--- src/rtl/decoupled_queue_param_pkg.sv ---
`default_nettype none
// +----------------------------------------------------------------------+
// | decoupled_queue_param_pkg                                            |
// | Width helpers shared by the parametrised ready/valid queue.          |
// | Revision: 1.0                                                        |
// +----------------------------------------------------------------------+
package decoupled_queue_param_pkg;

    localparam int DEFAULT_WIDTH = 55;
    localparam int DEFAULT_DEPTH = 2;

    // Pointer width never collapses to zero bits, even for tiny depths.
    function automatic int clog2_min1(input int n);
        int w;
        w = $clog2(n);
        return (w < 1) ? 1 : w;
    endfunction

    // Occupancy spans 0..DEPTH inclusive, hence one extra code point.
    function automatic int count_width(input int depth);
        return $clog2(depth + 1);
    endfunction

endpackage
`default_nettype wire

--- src/rtl/decoupled_queue_param_if.sv ---
`default_nettype none
// +----------------------------------------------------------------------+
// | decoupled_queue_param_if                                             |
// | Enqueue/dequeue handshake, flush and occupancy bundle.               |
// | Revision: 1.0                                                        |
// +----------------------------------------------------------------------+
interface decoupled_queue_param_if
    import decoupled_queue_param_pkg::*;
#(
    parameter int WIDTH = DEFAULT_WIDTH,
    parameter int DEPTH = DEFAULT_DEPTH
);
    localparam int CW = count_width(DEPTH);

    logic             flush;
    logic             enq_valid;
    logic             enq_ready;
    logic [WIDTH-1:0] enq_bits;
    logic             deq_valid;
    logic             deq_ready;
    logic [WIDTH-1:0] deq_bits;
    logic [CW-1:0]    count;

    modport master (
        output flush, enq_valid, enq_bits, deq_ready,
        input  enq_ready, deq_valid, deq_bits, count
    );

    modport slave (
        input  flush, enq_valid, enq_bits, deq_ready,
        output enq_ready, deq_valid, deq_bits, count
    );

endinterface
`default_nettype wire

--- src/rtl/decoupled_queue_param_ram.sv ---
`default_nettype none
// +----------------------------------------------------------------------+
// | queue_ram                                                            |
// | Queue storage: one synchronous write port, one async read port.      |
// | Revision: 1.0                                                        |
// +----------------------------------------------------------------------+
module queue_ram
    import decoupled_queue_param_pkg::*;
#(
    parameter int WIDTH = DEFAULT_WIDTH,
    parameter int DEPTH = DEFAULT_DEPTH,
    localparam int AW   = clog2_min1(DEPTH)
) (
    input  wire logic [AW-1:0]    W0_addr,
    input  wire logic             W0_en,
    input  wire logic             W0_clk,
    input  wire logic [WIDTH-1:0] W0_data,
    input  wire logic [AW-1:0]    R0_addr,
    input  wire logic             R0_en,
    input  wire logic             R0_clk,
    output logic      [WIDTH-1:0] R0_data
);
    logic [WIDTH-1:0] mem_q [DEPTH];
    logic             unused_r0_clk;

    // The read port is combinational; its clock exists only for macro compatibility.
    assign unused_r0_clk = R0_clk;

    always_ff @(posedge W0_clk) begin
        if (W0_en) begin
            mem_q[W0_addr] <= W0_data;
        end
    end

    assign R0_data = R0_en ? mem_q[R0_addr] : {WIDTH{1'bx}};

endmodule
`default_nettype wire

--- src/rtl/decoupled_queue_param.sv ---
`default_nettype none
// +----------------------------------------------------------------------+
// | decoupled_queue_param                                                |
// | Ready/valid FIFO with optional PIPE/FLOW modes, count and flush.     |
// | Revision: 1.0                                                        |
// +----------------------------------------------------------------------+
module decoupled_queue_param
    import decoupled_queue_param_pkg::*;
#(
    parameter int WIDTH = DEFAULT_WIDTH,
    parameter int DEPTH = DEFAULT_DEPTH,
    parameter int PIPE  = 0,
    parameter int FLOW  = 0
) (
    input  wire logic               clock,
    input  wire logic               reset_n,
    decoupled_queue_param_if.slave  q
);
    localparam int PW      = clog2_min1(DEPTH);
    localparam int CW      = count_width(DEPTH);
    localparam bit PIPE_EN = (PIPE != 0);
    localparam bit FLOW_EN = (FLOW != 0);

    logic [PW-1:0]    enq_ptr_q, enq_ptr_d;
    logic [PW-1:0]    deq_ptr_q, deq_ptr_d;
    logic             maybe_full_q, maybe_full_d;
    logic             match, empty, full;
    logic             do_enq, do_deq, bypass_take;
    logic             int_enq, int_deq;
    logic [PW-1:0]    ptr_diff;
    logic [WIDTH-1:0] ram_rdata;

    always_comb begin
        match       = (enq_ptr_q == deq_ptr_q);
        empty       = match && !maybe_full_q;
        full        = match && maybe_full_q;
        q.enq_ready = !q.flush && (!full || (PIPE_EN && q.deq_ready));
        q.deq_valid = !q.flush && (!empty || (FLOW_EN && q.enq_valid));
        do_enq      = q.enq_valid && q.enq_ready;
        do_deq      = q.deq_valid && q.deq_ready;
        // A bypassed beat goes straight through, so storage must stay untouched.
        bypass_take = FLOW_EN && empty && q.deq_ready;
        int_enq     = do_enq && !bypass_take;
        int_deq     = do_deq && !bypass_take;
        q.deq_bits  = (FLOW_EN && empty) ? q.enq_bits : ram_rdata;
    end

    always_comb begin
        enq_ptr_d    = enq_ptr_q;
        deq_ptr_d    = deq_ptr_q;
        maybe_full_d = maybe_full_q;
        if (q.flush) begin
            enq_ptr_d    = '0;
            deq_ptr_d    = '0;
            maybe_full_d = 1'b0;
        end else begin
            if (int_enq) enq_ptr_d = enq_ptr_q + PW'(1);
            if (int_deq) deq_ptr_d = deq_ptr_q + PW'(1);
            if (int_enq != int_deq) maybe_full_d = int_enq;
        end
    end

    always_ff @(posedge clock or negedge reset_n) begin
        if (!reset_n) begin
            enq_ptr_q    <= '0;
            deq_ptr_q    <= '0;
            maybe_full_q <= 1'b0;
        end else begin
            enq_ptr_q    <= enq_ptr_d;
            deq_ptr_q    <= deq_ptr_d;
            maybe_full_q <= maybe_full_d;
        end
    end

    // Difference is taken at pointer width so it wraps modulo DEPTH before widening.
    assign ptr_diff = enq_ptr_q - deq_ptr_q;
    assign q.count  = full ? CW'(DEPTH) : CW'(ptr_diff);

    queue_ram #(
        .WIDTH (WIDTH),
        .DEPTH (DEPTH)
    ) u_ram (
        .W0_addr (enq_ptr_q),
        .W0_en   (int_enq),
        .W0_clk  (clock),
        .W0_data (q.enq_bits),
        .R0_addr (deq_ptr_q),
        .R0_en   (1'b1),
        .R0_clk  (clock),
        .R0_data (ram_rdata)
    );

endmodule
`default_nettype wire

--- src/flat_wrapper.sv ---
// flat-port wrapper written by rule: the top's interface ports become plain ports
module decoupled_queue_param_flat import decoupled_queue_param_pkg::*;
#(
    parameter int WIDTH = DEFAULT_WIDTH,
    parameter int DEPTH = DEFAULT_DEPTH,
    parameter int PIPE  = 0,
    parameter int FLOW  = 0
)
  (clock, reset_n, q_flush, q_enq_valid, q_enq_bits, q_deq_ready, q_enq_ready, q_deq_valid, q_deq_bits, q_count);
  decoupled_queue_param_if #(.WIDTH(WIDTH), .DEPTH(DEPTH)) q_i ();
  input  wire logic clock;
  input  wire logic reset_n;
  input wire logic [$bits(q_i.flush)-1:0] q_flush;
  input wire logic [$bits(q_i.enq_valid)-1:0] q_enq_valid;
  input wire logic [$bits(q_i.enq_bits)-1:0] q_enq_bits;
  input wire logic [$bits(q_i.deq_ready)-1:0] q_deq_ready;
  output wire logic [$bits(q_i.enq_ready)-1:0] q_enq_ready;
  output wire logic [$bits(q_i.deq_valid)-1:0] q_deq_valid;
  output wire logic [$bits(q_i.deq_bits)-1:0] q_deq_bits;
  output wire logic [$bits(q_i.count)-1:0] q_count;
  assign q_i.flush = q_flush;
  assign q_i.enq_valid = q_enq_valid;
  assign q_i.enq_bits = q_enq_bits;
  assign q_i.deq_ready = q_deq_ready;
  assign q_enq_ready = q_i.enq_ready;
  assign q_deq_valid = q_i.deq_valid;
  assign q_deq_bits = q_i.deq_bits;
  assign q_count = q_i.count;
  decoupled_queue_param #(.WIDTH(WIDTH), .DEPTH(DEPTH), .PIPE(PIPE), .FLOW(FLOW)) u_core (.clock(clock), .reset_n(reset_n), .q(q_i));
endmodule
--- config.mk ---
export PLATFORM = sky130hd
export DESIGN_NAME = decoupled_queue_param_flat
export DESIGN_NICKNAME = d
export VERILOG_FILES = /design/src/rtl/decoupled_queue_param_pkg.sv /design/src/rtl/decoupled_queue_param_if.sv /design/src/rtl/decoupled_queue_param_ram.sv /design/src/rtl/decoupled_queue_param.sv /design/src/flat_wrapper.sv
export SDC_FILE = /design/constraint.sdc
export NUM_CORES = 1
export LEC_CHECK = 0
export BUFFER_PORTS_ARGS = -buffer_cell sky130_fd_sc_hd__buf_2
export CAP_MARGIN = 5
export CORE_ASPECT_RATIO = 1.2
export CORE_MARGIN = 5
export CORE_UTILIZATION = 55
export DETAILED_ROUTE_END_ITERATION = 7
export GPL_ROUTABILITY_DRIVEN = 0
export HOLD_SLACK_MARGIN = 0.03
export PLACE_DENSITY = 0.83
export SLEW_MARGIN = 10
export SYNTH_ARGS = -nofsm -noshare
export SYNTH_HDL_FRONTEND = slang
export SYNTH_HIERARCHICAL = 1
export SYNTH_SLANG_ARGS = --single-unit
--- constraint.sdc ---
create_clock -name clock -period 6.5 [get_ports clock]
set_clock_uncertainty 0.05 [all_clocks]
set_input_delay 1.95 -clock clock [delete_from_list [all_inputs] [get_ports clock]]
set_output_delay 1.95 -clock clock [all_outputs]
set_load 0.01 [all_outputs]
Word level (Yosys, flattened, before mapping):

Memory sizes are Yosys's and may differ from the RTL's.
Cells that the tools add are included.

* memories kept: 1
* input bits: 60
* bits in registers: 3
* latch bits: 0
* output and inout bits: 59
* bits in writable memories: 110
* memory bits (read-only): 0

Memories
* u_core.u_ram.mem_q: words 2, bits a word 55, rd ports 1, clocked after Yosys merged registers in 0, wr ports 1, line decoupled_queue_param_ram.sv:23 `logic [WIDTH-1:0] mem_q [DEPTH];`

* multipliers: 0
* reduce and logical (&&, ||, !) cells: 13
* add/subtract/negate cells: 3
* div/mod/pow operators: 0
* bitwise operators: 0
* magnitude comparators: 0
* equal/unequal tests: 2
* multiplexer cells: 9
* shifts and indexed selects: 0

Operators with widths (count)
* two-way mux 1 bit: 8
* logical AND 1 bit: 6
* nonzero test 2 bit: 3
* logical NOT 1 bit: 4
* adder 1 bit, second input constant: 2
* two-way mux 2 bit: 1
* == test 1 bit: 1
* != test 1 bit: 1
* subtractor 1 bit: 1

Depth between registers and ports, before layout:

Gate-level depths: netlist of the first run.

* depth in word-level cells: 8
* mapped depth: 4

Modules after synthesis:

The synthesis of the first run kept the hierarchy.

By module, submodules not included
* queue_ram: instances 1, cells each 173, area each 4234.1 um^2
* decoupled_queue_param: instances 1, cells each 24, area each 202.7 um^2

Worst setup path before layout of the first run:

No wires, ideal clock.

* kind: input to register
* from: input port q_flush
* to: memory u_core/u_ram/mem_q[0][0] in the netlist's numbering, enable pin
* data required time: 5.975 ns
* stages on the path: 3
* slack: 1.141 ns
* data arrival time: 4.834 ns
* setup time: 0.475 ns
* cell sequence: a21oi_1 > and2_1 > nor2b_1

* cells in the longest elaborated chain, start to end: 5

Ends and longest elaborated chain
* start: declaration: line flat_wrapper.sv:13 `input wire logic [$bits(q_i.flush)-1:0] q_flush;`
* logical NOT 1 bit: line decoupled_queue_param.sv:37 `q.enq_ready = !q.flush && (!full || (PIPE_EN && q.deq_ready));`
* logical AND 1 bit: line decoupled_queue_param.sv:37
* logical AND 1 bit: line decoupled_queue_param.sv:39 `do_enq = q.enq_valid && q.enq_ready;`
* net u_core.do_enq: line decoupled_queue_param.sv:28 `logic do_enq, do_deq, bypass_take;`
* two-way mux 1 bit: line decoupled_queue_param_ram.sv:30 `if (W0_en) begin`
* two-way mux 1 bit (not written as such): line decoupled_queue_param_ram.sv:31 `mem_q[W0_addr] <= W0_data;`
* end: declaration: line decoupled_queue_param_ram.sv:23

The timed path passes the listed nets, and every way through them passes these cells.

Worst setup path in the final report of the first run:

* from: input port q_flush
* to: output port q_enq_ready

* cells in the longest elaborated chain, start to end: 2

Ends and longest elaborated chain
* logical NOT 1 bit: line decoupled_queue_param.sv:37
* logical AND 1 bit: line decoupled_queue_param.sv:37
* end: declaration: line flat_wrapper.sv:17 `output wire logic [$bits(q_i.enq_ready)-1:0] q_enq_ready;`

No other way between the ends.

==> impl_metrics.tcl, run 1 <==
set metrics [dict create \
    multi_input_area_sq_um 941 \
    grt_pass1_vias 2336 \
    slew_violations 0 \
    grt.overflow.total 0 \
    final_hold_viol_count 0 \
    period_share_pct 67.1 \
    final_cell_mix "118 x buf_2, 110 x edfxtp_1, 50 x mux2_4" \
    vias_per_cell 5.03 \
    leakage_nw 2.22 \
    cts_resized 0 \
    finalSetupTns_ns 0 \
    cts.sinks 113 \
    drc 0 \
    syn_inst 196 \
    first_pass_iters 4 \
    path_buf_inv 2 \
    path_cells "buf_2, a21oi_1, buf_2" \
    finalCriticalPeriod_ns 4.36 \
    crit_slowest_cell "buf_2" \
    wl_per_cell_um 17.5 \
    slew_headroom_pct 30.9 \
    die_area_sq_um 9960 \
    vias 2180 \
    worstHoldPathCells 2 \
    startpoint_type "input port" \
    coreArea_sq_um 7790 \
    route.met3.wl_um 442 \
    avgSynthCellArea_sq_um 22.6 \
    crit_fanout 5 \
    htree_num_levels 4 \
    clkSlewWorstSetupHoldPaths_ns 0.05 \
    cpPeakStageDelay_ns 0.15 \
    drive_gt1_share_pct 61.0 \
    final_nets 388 \
    hp-class "flop to flop" \
    end_kind "output port" \
    worstSetupPathDepth 3 \
    fp-row-count 35 \
    layout_commonest_cell "buf_2" \
    fill_cells 524 \
    top_layer "met4" \
    cts_buffers 17 \
    power.density_nw_per_um2 331 \
    seq_area_sq_um 3380 \
    peakVddDrop_mv 0.193 \
    antenna_found_initial 0 \
    drt-initial-drc-count 85 \
    grt_pass1_wl_um 11700 \
    critPathTopFamily "buffers and inverters" \
    syn_nets 256 \
    cts_buffer_depth 2 \
    dp_hpwl_um 4860 \
    yosys_warnings 6 \
    max_freq_mhz 229 \
    crit_type "input port to output port" \
    rsz0062_at_grt "false" \
    buffer_ports.inserted 118 \
    grt_max_degree 60 \
    die_h_um 108 \
    initial_core_util_pct 56.9 \
    critPathArrivalTime_ns 2.36 \
    syn_area_sq_um 4430 \
    grt_usage_pct 15.8 \
    cts_tree "done" \
    finalPower_w 0.00185 \
    cp_common_cell "buf_2" \
    ant_nets 0 \
    outcome "completed" \
    cts_hold_buf 0 \
    r2r_cells 5 \
    pin_count 119 \
    worstMarginPinSlew_ns 1.04 \
    wl_met2_um 4140 \
    wl_met1_um 2860 \
    clock_latency_ns 0.49 \
    drt-total-wl_um 7560 \
    die_x_um 92.0 \
    cap_violations 0 \
    cts_root_buf "clkbuf_8" \
    layout-area-overhead-vs-synth_pct 26.4 \
    finalSetupViolations 0 \
    antenna_cells 0 \
    cts_setup_buffers 0 \
    required_ns 4.50 \
]
-- flip-flops by register name, indices dropped and copies added, names as in the netlist --
register             flops
u_core/deq_ptr_q         1
u_core/enq_ptr_q         1
u_core/u_ram/mem_q     110
u_core/maybe_full_q      1
-- final cells by class --
| class | instances | area share (%) |
|---|---|---|
| Sequential cell | 113 | 60.3 |
| Multi-Input combinational cell | 75 | 16.8 |
| Timing Repair Buffer | 120 | 10.8 |
| Clock buffer | 17 | 7.39 |
| Clock inverter | 15 | 2.57 |
| Tap cell | 92 | 2.05 |
| Inverter | 1 | 0.0670 |
-- worst min-delay path: stages (launching register included) --
cell and delay (ns):
dfrtp_1 0.46, nand2_1 0.09, a21oi_1 0.06
-- power breakdown --
part	internal (W)	total (W)	leakage [nW]	switching [W]
combinational	0.0000846	0.000150	0.916	0.0000651
sequential	0.000833	0.000857	1.04	0.0000236
clock	0.000540	0.000847	0.256	0.000307
total	0.00146	0.00185	2.22	0.000396
-- layer usage --
metal | track usage (%) | up-vias
met2 | 27.6 | 67
met5 | 0 | -
met4 | 7.43 | 0
met3 | 5.08 | 8
li1 | - | 1043
met1 | 17.5 | 1062
-- through the flow --
stage               std cells  hold slack, ns  instance area [sq um]  util [%]  worst slack, ns
CTS                       433           0.598                   5610      71.9             2.11
global placement          401           0.577                   5050      64.8             2.15
floorplan                 196           0.505                   4430         -             1.14
detailed placement        401           0.591                   5050      64.8             2.14
finish                    433           0.599                   5610      71.9             2.14
global route              433           0.637                   5610      71.9             2.01
-- path summary, 6_finish.rpt --
path	start	slack (ns)	endpoint
max	q_flush	2.14	q_enq_ready
min	u_core/enq_ptr_q$_DFFE_PN0P_	0.60	u_core/enq_ptr_q$_DFFE_PN0P_
max reg2reg	u_core/deq_ptr_q$_DFFE_PN0P_	3.11	u_core/u_ram/mem_q[0][11]$_DFFE_PP_
min reg2reg	u_core/enq_ptr_q$_DFFE_PN0P_	0.60	u_core/enq_ptr_q$_DFFE_PN0P_
max in group asynchronous	reset_n	5.07	u_core/deq_ptr_q$_DFFE_PN0P_
min in group asynchronous	reset_n	1.20	u_core/enq_ptr_q$_DFFE_PN0P_
Note: power is estimated with default switching activity, not from simulation.
==> run 2, diff against run 1 <==
--- a/config.mk
+++ b/config.mk
@@ -5,15 +5,16 @@
 export SDC_FILE = /design/constraint.sdc
 export NUM_CORES = 1
 export LEC_CHECK = 0
+export ABC_AREA = 1
 export BUFFER_PORTS_ARGS = -buffer_cell sky130_fd_sc_hd__buf_2
 export CAP_MARGIN = 5
 export CORE_ASPECT_RATIO = 1.2
 export CORE_MARGIN = 5
-export CORE_UTILIZATION = 55
+export CORE_UTILIZATION = 52
 export DETAILED_ROUTE_END_ITERATION = 7
 export GPL_ROUTABILITY_DRIVEN = 0
 export HOLD_SLACK_MARGIN = 0.03
-export PLACE_DENSITY = 0.83
+export PLACE_DENSITY = 0.8
 export SLEW_MARGIN = 10
 export SYNTH_ARGS = -nofsm -noshare
 export SYNTH_HDL_FRONTEND = slang
==> constraint.sdc (replaced) <==
create_clock -name clock -period 4.1 [get_ports clock]
set_clock_uncertainty 0.05 [all_clocks]
set_input_delay 1.23 -clock clock [delete_from_list [all_inputs] [get_ports clock]]
set_output_delay 1.23 -clock clock [all_outputs]
set_load 0.01 [all_outputs]
==> impl_metrics.tcl, run 2 <==
set metrics [dict create \
    initial_core_util_pct 53.0 \
    path_cells "inv_2, nand2_1, nand2_1, buf_2" \
    largest_reg_flops 110 \
    clkSlewWorstSetupHoldPaths_ns 0.05 \
    die_x_um 92.8 \
    grt_util_met2_pct 29.9 \
    slew_headroom_pct 38.9 \
    critPathArrivalTime_ns 2.00 \
    vias 2700 \
    outcome "completed" \
    cts_resized 0 \
    finalSetupViolations 0 \
    die_area_sq_um 10100 \
    syn_area_sq_um 4270 \
    first_pass_iters 4 \
    ant_nets 0 \
    period_share_pct 80.1 \
    startpoint_type "flop" \
    dp_hpwl_um 5300 \
    rsz0062_at_grt "false" \
    power.density_nw_per_um2 542 \
    place_ws_ns 1.07 \
    max_freq_mhz 305 \
    cts_buffers 17 \
    required_ns 2.82 \
    pin_count 119 \
    finalPower_w 0.00293 \
    htree_num_levels 4 \
    worstMarginPinSlew_ns 0.917 \
    drt-total-wl_um 8140 \
    layout-area-overhead-vs-synth_pct 26.4 \
    layout_commonest_cell "nand2_1" \
    layout_setup_ws_ns 0.817 \
    end_kind "output port" \
    antenna_found_initial 0 \
    fp-row-count 36 \
    grt_pass1_vias 2775 \
    drt-initial-drc-count 179 \
    crit_slowest_cell "inv_2" \
    crit_type "flop to output port" \
    slew_violations 0 \
    grt_pass1_wl_um 12900 \
    cpPeakStageDelay_ns 0.67 \
    final_hold_viol_count 0 \
    regMostFlops "u_core/u_ram/mem_q" \
    rrSetupSlack_ns 1.55 \
    grt.overflow.total 0 \
    cts_tree "done" \
    grt_max_degree 58 \
    crit_fanout 55 \
    antenna_cells 0 \
    grt_usage_pct 17.1 \
    cts.sinks 113 \
    met3_usage_pct 6.09 \
    vias_per_cell 4.84 \
    drive_gt1_share_pct 33.7 \
    cts_buffer_depth 2 \
    cts_root_buf "clkbuf_8" \
    hp-class "input port to asynchronous set/reset pin" \
    die_h_um 109 \
    final_nets 511 \
    peakVddDrop_mv 0.381 \
    wl_per_cell_um 14.6 \
    avgSynthCellArea_sq_um 13.3 \
    fill_cells 599 \
    buffer_ports.inserted 118 \
    finalCriticalPeriod_ns 3.28 \
    drc 0 \
    cts_setup_buffers 0 \
    yosys_warnings 6 \
    syn_nets 382 \
    grt.busiest_layer "met2" \
    leakage_nw 2.36 \
    cts_hold_buf 0 \
    cp_common_cell "nand2_1" \
    finalSetupTns_ns 0 \
    syn_inst 322 \
    coreArea_sq_um 8060 \
    grt.met1_usage_pct 18.3 \
    cap_violations 0 \
    r2r_cells 8 \
    multi_input_area_sq_um 754 \
    clock_latency_ns 0.51 \
    seq_area_sq_um 3380 \
    final_cell_mix "171 x nand2_1, 118 x buf_2, 110 x edfxtp_1" \
]
[run 2: power breakdown]
group          leakage [nW]  internal, W  switching [W]
sequential             1.04      0.00134      0.0000181
combinational          1.08     0.000145       0.000268
clock                 0.241     0.000719       0.000443
total                  2.36      0.00220       0.000729
[run 2: area by class of cell]
| cell class | count | share of cell area, % |
|---|---|---|
| Tap cell | 95 | 2.20 |
| Sequential cell | 113 | 62.6 |
| Clock inverter | 10 | 0.857 |
| Multi-Input combinational cell | 186 | 14.0 |
| Inverter | 11 | 0.764 |
| Timing Repair Buffer | 122 | 11.7 |
| Clock buffer | 21 | 7.94 |
[run 2: path summary, 6_finish.rpt]
check	endpoint	startpoint
max	q_deq_bits[39]	u_core/deq_ptr_q$_DFFE_PN0P_
min	u_core/deq_ptr_q$_DFFE_PN0P_	reset_n
max reg2reg	u_core/u_ram/mem_q[1][36]$_DFFE_PP_	u_core/deq_ptr_q$_DFFE_PN0P_
min reg2reg	u_core/enq_ptr_q$_DFFE_PN0P_	u_core/enq_ptr_q$_DFFE_PN0P_
max in group asynchronous	u_core/deq_ptr_q$_DFFE_PN0P_	reset_n
min in group clock	u_core/enq_ptr_q$_DFFE_PN0P_	u_core/enq_ptr_q$_DFFE_PN0P_
[run 2: routing by layer]
| layer | up-vias | share of wire, % |
|---|---|---|
| li1 | 1341 | - |
| met1 | 1266 | 38 |
| met2 | 78 | 53 |
| met3 | 15 | 6.6 |
| met4 | 0 | 2.2 |
| met5 | - | 0 |
[run 2: per-stage QoR]
step	std cells	area (sq um)	hold slack (ns)	util, %
floorplan	322	4280	0.468	-
global placement	527	4930	0.531	61.1
detailed placement	527	4930	0.552	61.1
CTS	558	5400	0.438	67.0
global route	558	5400	0.443	67.0
finish	558	5400	0.462	67.0
[run 2: critical path, delay by kind of cell (launching register included)]
kind	cells	cell delay, ns
DFF	1	0.43
and+or+nand+nor	2	0.24
buffers and inverters	2	0.80
==> run 3, diff against run 2 <==
--- a/config.mk
+++ b/config.mk
@@ -10,11 +10,11 @@
 export CAP_MARGIN = 5
 export CORE_ASPECT_RATIO = 1.2
 export CORE_MARGIN = 5
-export CORE_UTILIZATION = 52
+export CORE_UTILIZATION = 47
 export DETAILED_ROUTE_END_ITERATION = 7
 export GPL_ROUTABILITY_DRIVEN = 0
 export HOLD_SLACK_MARGIN = 0.03
-export PLACE_DENSITY = 0.8
+export PLACE_DENSITY = 0.76
 export SLEW_MARGIN = 10
 export SYNTH_ARGS = -nofsm -noshare
 export SYNTH_HDL_FRONTEND = slang
==> constraint.sdc (replaced) <==
create_clock -name clock -period 3 [get_ports clock]
set_clock_uncertainty 0.05 [all_clocks]
set_input_delay 0.9 -clock clock [delete_from_list [all_inputs] [get_ports clock]]
set_output_delay 0.9 -clock clock [all_outputs]
set_load 0.01 [all_outputs]
==> impl_metrics.tcl, run 3 (same netlist as run 2, synthesis figures left out) <==
set metrics [dict create \
    grt.overflow.total 0 \
    crit_fanout 28 \
    buffer_ports.inserted 118 \
    clkSlewWorstSetupHoldPaths_ns 0.05 \
    coreArea_sq_um 8990 \
    required_ns 2.05 \
    final_core_util_pct 61.8 \
    finalCriticalPeriod_ns 2.80 \
    die_h_um 114 \
    cap_violations 0 \
    drc 0 \
    max_freq_mhz 357 \
    slew_violations 0 \
    grt_usage_pct 15.6 \
    cts_setup_buffers 0 \
    crit_type "flop to output port" \
    die_area_sq_um 11100 \
    drt-initial-drc-count 128 \
    cts.sinks 113 \
    cts_tree "done" \
    peakVddDrop_mv 0.413 \
    outcome "completed" \
    startpoint_type "flop" \
    finalSetupTns_ns 0 \
    layout-area-overhead-vs-synth_pct 30.0 \
    critPathArrivalTime_ns 1.85 \
    end_kind "output port" \
    final_cell_mix "171 x nand2_1, 118 x buf_2, 110 x edfxtp_1" \
    grt_max_degree 35 \
    slew_headroom_pct 64.8 \
    final_hold_viol_count 0 \
    antenna_cells 0 \
    grt_pass1_wl_um 13000 \
    grt_pass1_vias 2838 \
    hp-class "input port to asynchronous set/reset pin" \
    layout_commonest_cell "nand2_1" \
    wl_per_cell_um 14.0 \
    initial_core_util_pct 47.5 \
    power.density_nw_per_um2 771 \
    cts_hold_buf 0 \
    final_nets 514 \
    leakage_nw 2.42 \
    finalPower_w 0.00428 \
    regMostFlops "u_core/u_ram/mem_q" \
    worstMarginPinSlew_ns 0.528 \
    drive_gt1_share_pct 35.1 \
    ant_nets 0 \
    largest_reg_flops 110 \
    die_x_um 97.0 \
    htree_num_levels 4 \
    antenna_found_initial 1 \
    cts_buffers 17 \
    drt-total-wl_um 8220 \
    cts_buffer_depth 2 \
    dp_hpwl_um 5570 \
    clock_latency_ns 0.50 \
    period_share_pct 93.4 \
    rsz0062_at_grt "false" \
    cts_resized 0 \
    first_pass_iters 4 \
    fp-row-count 38 \
    finalSetupViolations 0 \
    cts_root_buf "clkbuf_8" \
    pin_count 119 \
    fill_cells 672 \
    vias_per_cell 4.62 \
    vias 2714 \
]
-- run 3: area by class of cell --
type / count / area [sq um] / share of cell area (%)
clock buffer: 27 / 522 / 9.40
clock inverter: 5 / 50.0 / 0.901
inverter: 11 / 41.3 / 0.744
multi-input combinational: 186 / 754 / 13.6
sequential: 113 / 3380 / 60.9
tap: 120 / 150 / 2.70
timing repair buffer: 125 / 656 / 11.8
-- run 3: where the power goes --
part | total (W) | leakage (nW) | switching (W) | internal (W)
registers | 0.00187 | 1.04 | 0.0000416 | 0.00183
clock network | 0.00185 | 0.288 | 0.000610 | 0.00124
logic | 0.000560 | 1.09 | 0.000353 | 0.000207
-- run 3: routing by layer --
metal | up-vias | wire length [um] | track usage (%)
met2 | 75 | 4560 | 27.9
met5 | - | 13 | 0
met3 | 10 | 382 | 6.15
met1 | 1277 | 3130 | 15.5
met4 | 2 | 137 | 8.52
li1 | 1350 | - | -
-- run 3: worst max-delay path, cell delays in order (launching register included) --
cell	delay [ns]
dfrtp_2	0.61
inv_2	0.12
buf_4	0.30
nand2_1	0.10
nand2_1	0.08
buf_2	0.13
-- run 3: path summary, 6_finish.rpt --
kind | from | endpoint | slack [ns] | depth (start not counted)
setup / recovery | u_core/deq_ptr_q$_DFFE_PN0P_ | q_deq_bits[45] | 0.20 | 5
hold reg to reg | u_core/enq_ptr_q$_DFFE_PN0P_ | u_core/enq_ptr_q$_DFFE_PN0P_ | 0.54 | 1
hold / removal | reset_n | u_core/maybe_full_q$_DFFE_PN0P_ | 0.14 | 1
max in group asynchronous | reset_n | u_core/deq_ptr_q$_DFFE_PN0P_ | 2.63 | 1
min in group clock | q_enq_bits[45] | u_core/u_ram/mem_q[0][45]$_DFFE_PP_ | 0.54 | 1
setup reg to reg | u_core/deq_ptr_q$_DFFE_PN0P_ | u_core/u_ram/mem_q[0][41]$_DFFE_PP_ | 0.92 | 7
-- run 3: stage by stage --
step | worst slack (ns) | instances | cell area [sq um] | hold slack (ns)
after global placement | 0.644 | 555 | 4980 | 0.524
after CTS | 0.117 | 587 | 5550 | 0.105
final | 0.197 | 587 | 5550 | 0.140
after detailed placement | 0.637 | 555 | 4980 | 0.540
after floorplan | 0.214 | 322 | 4280 | 0.487
after global routing | 0.0408 | 587 | 5550 | 0.104
